File: src/rtl/fetch_unit_pkg.sv
// Shared definitions for the instruction fetch unit: FSM state encodings, the NOP
// word driven on empty queue outputs, the default reset PC and the queue entry type.
// Imported by fetch_queue and fetch_unit.
package fetch_unit_pkg;

  typedef enum logic [1:0] {
    StIdle    = 2'd0,
    StBusy    = 2'd1,
    StDiscard = 2'd2
  } fetch_state_e;

  localparam logic [31:0] Nop            = 32'h0000_0000;
  localparam logic [31:0] DefaultResetPc = 32'h0000_0000;

  typedef struct packed {
    logic [31:0] pc4;
    logic [31:0] instr;
  } fetch_entry_t;

endpackage

File: src/rtl/fetch_queue.sv
// Two-entry in-order queue of fetched {pc+4, instruction} pairs.
// Ports:
//   clk, rst_n   clock, asynchronous active-low reset
//   push         append push_data at the tail
//   pop          drop the head entry
//   clear        empty the queue (overrides push and pop)
//   push_data    entry to append
//   head         oldest entry, all zeros when empty
//   count        number of valid entries (0..2)
module fetch_queue
  import fetch_unit_pkg::*;
(
  input  logic         clk,
  input  logic         rst_n,
  input  logic         push,
  input  logic         pop,
  input  logic         clear,
  input  fetch_entry_t push_data,
  output fetch_entry_t head,
  output logic [1:0]   count
);

  fetch_entry_t e0_q, e0_d, e1_q, e1_d;
  logic [1:0]   count_q, count_d;
  logic         pop_ok, push_ok;

  // Ignore requests that would underflow or overflow the two slots.
  assign pop_ok  = pop && (count_q != 2'd0);
  assign push_ok = push && ((count_q != 2'd2) || pop_ok);

  always_comb begin
    e0_d    = e0_q;
    e1_d    = e1_q;
    count_d = count_q;
    if (clear) begin
      count_d = 2'd0;
    end else begin
      case ({push_ok, pop_ok})
        2'b11: begin
          if (count_q == 2'd2) begin
            e0_d = e1_q;
            e1_d = push_data;
          end else begin
            e0_d = push_data;
          end
        end
        2'b10: begin
          if (count_q == 2'd0) e0_d = push_data;
          else                 e1_d = push_data;
          count_d = count_q + 2'd1;
        end
        2'b01: begin
          e0_d    = e1_q;
          count_d = count_q - 2'd1;
        end
        default: ;
      endcase
    end
  end

  always_ff @(posedge clk or negedge rst_n) begin
    if (!rst_n) begin
      e0_q    <= '0;
      e1_q    <= '0;
      count_q <= 2'd0;
    end else begin
      e0_q    <= e0_d;
      e1_q    <= e1_d;
      count_q <= count_d;
    end
  end

  assign head  = (count_q != 2'd0) ? e0_q : '{pc4: Nop, instr: Nop};
  assign count = count_q;

endmodule

File: src/rtl/fetch_unit.sv
// Instruction fetch unit: issues instruction-memory requests at a sequential PC,
// buffers up to two responses and presents the oldest one to the IF/ID stage.
// A redirect flushes the buffer; a request already in flight when the redirect
// arrives is completed and its data dropped.
// Ports:
//   clk, rst_n                     clock, asynchronous active-low reset
//   PCWrite                        IF/ID write enable, consumes the head entry
//   Redirect, Redirect_PC          taken branch/jump and its target
//   IM_Req, IM_Addr                registered instruction-memory request
//   IM_Ack, IM_Rdata               memory completion and instruction word
//   IF_PCplusFour, IF_Instruction  head entry (zero when empty)
//   IF_Valid                       queue non-empty
//   IF_Flush                       IF/ID flush, follows Redirect
// Optional macro FETCH_PERF_EN adds Perf_Stall_Cnt and Perf_Flush_Cnt counters.
module fetch_unit
  import fetch_unit_pkg::*;
#(
  parameter logic [31:0] RESET_PC = DefaultResetPc
) (
  input  logic        clk,
  input  logic        rst_n,
  input  logic        PCWrite,
  input  logic        Redirect,
  input  logic [31:0] Redirect_PC,
  output logic        IM_Req,
  output logic [31:0] IM_Addr,
  input  logic        IM_Ack,
  input  logic [31:0] IM_Rdata,
  output logic [31:0] IF_PCplusFour,
  output logic [31:0] IF_Instruction,
  output logic        IF_Valid,
  output logic        IF_Flush
`ifdef FETCH_PERF_EN
  ,
  output logic [31:0] Perf_Stall_Cnt,
  output logic [31:0] Perf_Flush_Cnt
`endif
);

  fetch_state_e state_q, state_d;
  logic [31:0]  pc_q, pc_d, addr_q, addr_d, pc_plus4;
  logic         req_q;
  logic         pop, push;
  logic [1:0]   count;
  logic [2:0]   post_cnt;
  fetch_entry_t head;

  assign pc_plus4 = pc_q + 32'd4;
  assign IF_Valid = (count != 2'd0);
  assign pop      = IF_Valid && PCWrite && !Redirect;
  assign push     = (state_q == StBusy) && IM_Ack && !Redirect;
  // Occupancy after this cycle's pop/push; decides whether another request fits.
  assign post_cnt = {1'b0, count} - {2'b0, pop} + {2'b0, push};

  fetch_queue u_queue (
    .clk       (clk),
    .rst_n     (rst_n),
    .push      (push),
    .pop       (pop),
    .clear     (Redirect),
    .push_data ('{pc4: pc_plus4, instr: IM_Rdata}),
    .head      (head),
    .count     (count)
  );

  always_comb begin
    state_d = state_q;
    pc_d    = pc_q;
    addr_d  = addr_q;
    case (state_q)
      StIdle: begin
        if (Redirect) begin
          pc_d    = Redirect_PC;
          addr_d  = Redirect_PC;
          state_d = StBusy;
        end else if (post_cnt <= 3'd1) begin
          addr_d  = pc_q;
          state_d = StBusy;
        end
      end
      StBusy: begin
        if (Redirect) begin
          pc_d = Redirect_PC;
          // Without an ack the old request stays on the bus until it completes.
          if (IM_Ack) addr_d  = Redirect_PC;
          else        state_d = StDiscard;
        end else if (IM_Ack) begin
          pc_d = pc_plus4;
          if (post_cnt <= 3'd1) addr_d  = pc_plus4;
          else                  state_d = StIdle;
        end
      end
      StDiscard: begin
        if (Redirect) pc_d = Redirect_PC;
        if (IM_Ack) begin
          state_d = StBusy;
          addr_d  = Redirect ? Redirect_PC : pc_q;
        end
      end
      default: state_d = StIdle;
    endcase
  end

  always_ff @(posedge clk or negedge rst_n) begin
    if (!rst_n) begin
      state_q <= StIdle;
      pc_q    <= RESET_PC;
      addr_q  <= 32'h0;
      req_q   <= 1'b0;
    end else begin
      state_q <= state_d;
      pc_q    <= pc_d;
      addr_q  <= addr_d;
      req_q   <= (state_d != StIdle);
    end
  end

  assign IM_Req         = req_q;
  assign IM_Addr        = addr_q;
  assign IF_PCplusFour  = head.pc4;
  assign IF_Instruction = head.instr;
  assign IF_Flush       = Redirect;

`ifdef FETCH_PERF_EN
  logic [31:0] stall_cnt_q, flush_cnt_q;

  always_ff @(posedge clk or negedge rst_n) begin
    if (!rst_n) begin
      stall_cnt_q <= 32'h0;
      flush_cnt_q <= 32'h0;
    end else begin
      if (IF_Valid && !PCWrite) stall_cnt_q <= stall_cnt_q + 32'd1;
      if (Redirect)             flush_cnt_q <= flush_cnt_q + 32'd1;
    end
  end

  assign Perf_Stall_Cnt = stall_cnt_q;
  assign Perf_Flush_Cnt = flush_cnt_q;
`endif

endmodule

File: config.mk
export PLATFORM = sky130hd
export DESIGN_NAME = fetch_unit
export DESIGN_NICKNAME = d
export VERILOG_FILES = /design/src/rtl/fetch_unit_pkg.sv /design/src/rtl/fetch_queue.sv /design/src/rtl/fetch_unit.sv
export SDC_FILE = /design/constraint.sdc
export NUM_CORES = 1
export LEC_CHECK = 0
export ABC_AREA = 0
export CAP_MARGIN = 20
export CORE_ASPECT_RATIO = 1.1
export CORE_MARGIN = 4
export CORE_UTILIZATION = 50
export CTS_BUF_LIST = sky130_fd_sc_hd__clkbuf_4 sky130_fd_sc_hd__clkbuf_8
export CTS_CLUSTER_DIAMETER = 100
export DETAILED_ROUTE_END_ITERATION = 7
export PLACE_DENSITY_LB_ADDON = 0.25
export SKIP_LAST_GASP = 1
export SYNTH_ARGS = -nofsm -noshare
export SYNTH_HDL_FRONTEND = slang
export SYNTH_SLANG_ARGS = --single-unit
File: constraint.sdc
create_clock -name clk -period 3.8 [get_ports clk]
set_clock_uncertainty 0.2 [all_clocks]
set_input_delay 0.76 -clock clk [delete_from_list [all_inputs] [get_ports clk]]
set_output_delay 0.76 -clock clk [all_outputs]
set_load 0.02 [all_outputs]
==> reports/results.txt <==
Compared with the post-synthesis result, the final layout area differs by 20.5%. The flow ran to the end, and the final reports show no timing, DRC or antenna violations. The via density per instance came out at 5.96. The cell at the root of the clock tree is sky130_fd_sc_hd__clkbuf_8.

The maximum ir drop on the vdd rail came out at 0.000368 V. Once detailed placement completed, the half-perimeter wirelength came to 22900 µm. For the initial antenna violation count, the log shows 0.

The combined global-route utilization of all metal layers is 0.253. Proportion of synthesized chip area in sequential cells: 0.424. Setup repair after global routing left no endpoint under its margin.

The number of cells on the worst reg-to-reg path is 10. The finished layout holds 1759 standard cells, fillers aside. Once layout is done, the placed cells without fillers occupy 14000 µm².

For the post-synthesis cell type count, the log shows 68. On the worst path, the slowest cell contributes a delay of 0.62 ns. The kind of start point of the critical path was a flip-flop.

The critical path goes through nor2_4 > buf_4 > inv_1 > clkdlybuf4s50_1. Residual antenna-violating net count after detailed routing: 0. The proportion of synthesized flip-flops having asynchronous set or reset was 1.00.

The number of buffers created by CTS was 17; the post-cts sizing count was 0. TritonCTS built the clock tree. In the final design database the tool counted 1522 nets. The logs give 10200 for the via count of the first global-routing pass and 284 MHz for the timing-limited maximum frequency.

Registers take 4930 µm². The setup path with the least slack is of type flip-flop to output port. The number of enable flip-flop cells after synthesis works out to 0.

The kind of end point of the critical path is an output port. The overall power of the completed layout is 9.80 mW, and the number of design-rule violations left by the first detailed-router iteration is 867. The floorplan step set the die width to 153 µm. For the final routed database, the setup TNS stands at 0 ns. In this run the standard cell core region covers 22900 µm². The mean post-synth cell area is 8.64 µm², and the count of endpoints failing hold in the final timing report is 0.

The total of flip-flops plus latches after synthesis is 197. Routability-driven placement finished with a final weighted congestion of 0.902. The headroom to the max-slew limit was 0.473.

Synthesis produced a netlist whose cell count is 1345. The cell row count came out at 58. Entering global routing, the biggest net connects 79 pins. The H-tree was split into 4 levels. Total routed wirelength: 33300 µm.

The critical path crosses 4 cells after its start point. On the critical path, the stage with the largest delay is an instance of sky130_fd_sc_hd__clkdlybuf4s50_1. The number of nets produced by synthesis was 1421. In the final layout, the multi-input gates occupy 6100 µm².

Required time of the critical path: 2.84 ns. The global-route wire length before repair was 53700 µm; the DRC violations left was 0. At the pin with the least slew margin, the transition time is 0.782 ns. The post-route minimum period was 3.52 ns; the arrival time at the worst endpoint was 2.56 ns. The post-layout utilization of the core was 0.613.

After clock tree synthesis, the clock-pin slew on the worst setup and hold paths is 0.10 ns. Setup violations remaining at the end of the flow were counted as 0. The number of antenna diodes in the final layout is 0.

The clock reaches the later pin of the worst-skew pair after 0.47 ns. The I/O pin count was 168; the area of the mapped netlist was 11600 µm². The run gives 13600 µm² as the placement-stage cell area. Family with the most delay on the worst path: buffers and inverters.

The type of the most critical hold path is primary input to asynchronous set/reset pin. The tool flagged a number of max-cap violations equal to 0. For the final number of max-transition violations, the log shows 0. Dividing total power by cell area gives a power density of 700 nW/µm². Before antenna repair, the detailed router went through 6 iterations.

Layout cell share with drive strength beyond 1: 0.102. The Yosys step of the flow raised 0 warnings. Summed over all layers, the global routing overflow is 0.

The post-cts hold buffer count was 0. For this design the static power due to leakage is 5.66 nW. Once the clock tree was built, the setup fixing pass inserted 0 buffers. The die outline height is 168 µm. The run gives 25800 µm² as the die outline area.

The buffer depth of the longest clock path is 2, and the initial core utilization is 0.509. In this run the worst path has a maximum fanout of 69. The TritonCTS sink count is 197. Among all flip-flop cells after synthesis, the most frequent one is sky130_fd_sc_hd__dfrtp_1.

The post-route clock period utilization came out at 0.927. The tools report the via count as 10500. The critical path contains buffers and inverters numbering 3 combined.

During placement, the flow inserted port buffers numbering 167. Number of fillers in the final layout: 2024. The average detailed-routed wire length per instance is 18.9 µm, and the placed cell count is 1727.
[layout by cell type, fill, tap and decap left out, drive strengths merged, types with 4 or more instances in the layout]
cell type,netlist,layout
dfrtp,197,197
nand2,196,196
clkdlybuf4s50,0,165
a21oi,123,123
o21ai,123,123
nor2,80,80
nor2b,70,70
mux2,48,48
buf,62,45
xnor2,38,38
nor3,38,38
a22o,37,37
nand3,23,23
clkbuf,67,21
nand4,21,21
inv,15,16
a211oi,16,16
mux2i,14,14
and3,13,13
a31oi,13,13
xor2,13,13
nor4,13,13
and4,12,12
o22ai,10,10
o31ai,9,9
a32oi,8,8
clkinv,1,8
o22a,7,7
o21a,7,7
a22oi,7,7
nand2b,7,7
ha,6,6
a221oi,5,5
and2,4,4
bufinv,0,4
[path summary, 6_finish.rpt]
kind	slack, ns	start	to
worst max-delay path	0.28	u_queue.count[1]	IF_Valid
worst min-delay path	0.10	rst_n	u_queue.e0_q[24]
worst max register to register	0.42	u_queue.count[1]	u_queue.e0_q[34]
worst min register to register	0.28	u_queue.e0_q[1]	u_queue.e0_q[1]
max in group asynchronous	2.49	rst_n	u_queue.e0_q[4]
min in group clk	0.28	u_queue.e0_q[1]	u_queue.e0_q[1]
[logic make-up after synthesis]
logic type / after synthesis / share of synthesized area
and+or+nand+nor: 491 / 0.209
AOI/OAI and AO/OA: 392 / 0.207
DFF: 197 / 0.424
buffers and inverters: 145 / 0.0544
muxes: 62 / 0.0585
xor gates and xnor gates: 51 / 0.0384
adders and majority gates: 7 / 0.00818
[layout make-up]
class                      count  area share
tap                          300      0.0268
multi-input combinational   1003       0.436
sequential                   197       0.352
clock buffer                  20      0.0188
clock inverter                12      0.0127
timing repair buffer         211       0.150
inverter                      16     0.00429
[stage by stage]
stage	setup WS [ns]	hold slack [ns]
floorplan	0.333	0.242
global placement	0.0776	0.253
detailed placement	-0.0126	0.262
CTS	0.215	0.110
global route	0.109	0.137
finish	0.276	0.101
[power by group]
| part | switching, mW | total, mW | internal [mW] |
|---|---|---|---|
| combinational | 2.46 | 4.45 | 1.99 |
| clock | 0.766 | 1.52 | 0.753 |
| sequential | 0.842 | 3.84 | 3.00 |
[synthesized netlist by cell type (all sizes together) (4+ instances only)]
cell type / n / area share
dfrtp: 197 / 0.42
nand2: 196 / 0.063
a21oi: 123 / 0.053
o21ai: 123 / 0.053
nor2: 80 / 0.026
nor2b: 70 / 0.038
clkbuf: 67 / 0.022
buf: 62 / 0.028
mux2: 48 / 0.046
nor3: 38 / 0.017
xnor2: 38 / 0.029
a22o: 37 / 0.028
nand3: 23 / 0.011
nand4: 21 / 0.014
a211oi: 16 / 0.011
inv: 15 / 0.0048
mux2i: 14 / 0.012
a31oi: 13 / 0.0070
and3: 13 / 0.0070
nor4: 13 / 0.0088
xor2: 13 / 0.0098
and4: 12 / 0.0090
o22ai: 10 / 0.0054
o31ai: 9 / 0.0058
a32oi: 8 / 0.0060
a22oi: 7 / 0.0045
nand2b: 7 / 0.0038
o21a: 7 / 0.0045
o22a: 7 / 0.0053
ha: 6 / 0.0065
a221oi: 5 / 0.0038
and2: 4 / 0.0022
[sequential cells by signal, summed over array words and instances (netlist names)]
signal,count
u_queue.e0_q,64
u_queue.e1_q,64
IM_Addr,32
pc_q,32
state_q,2
u_queue.count,2
IM_Req,1
[metal layers]
layer | GRT usage | wire length, µm | vias to the layer above
li1 | - | - | 4955
met2 | 0.403 | 15500 | 414
met5 | 0 | 0 | -
met4 | 0.0753 | 778 | 0
met1 | 0.350 | 14800 | 5054
met3 | 0.0550 | 2270 | 59
No activity file was read; power rests on OpenSTA's default activity.
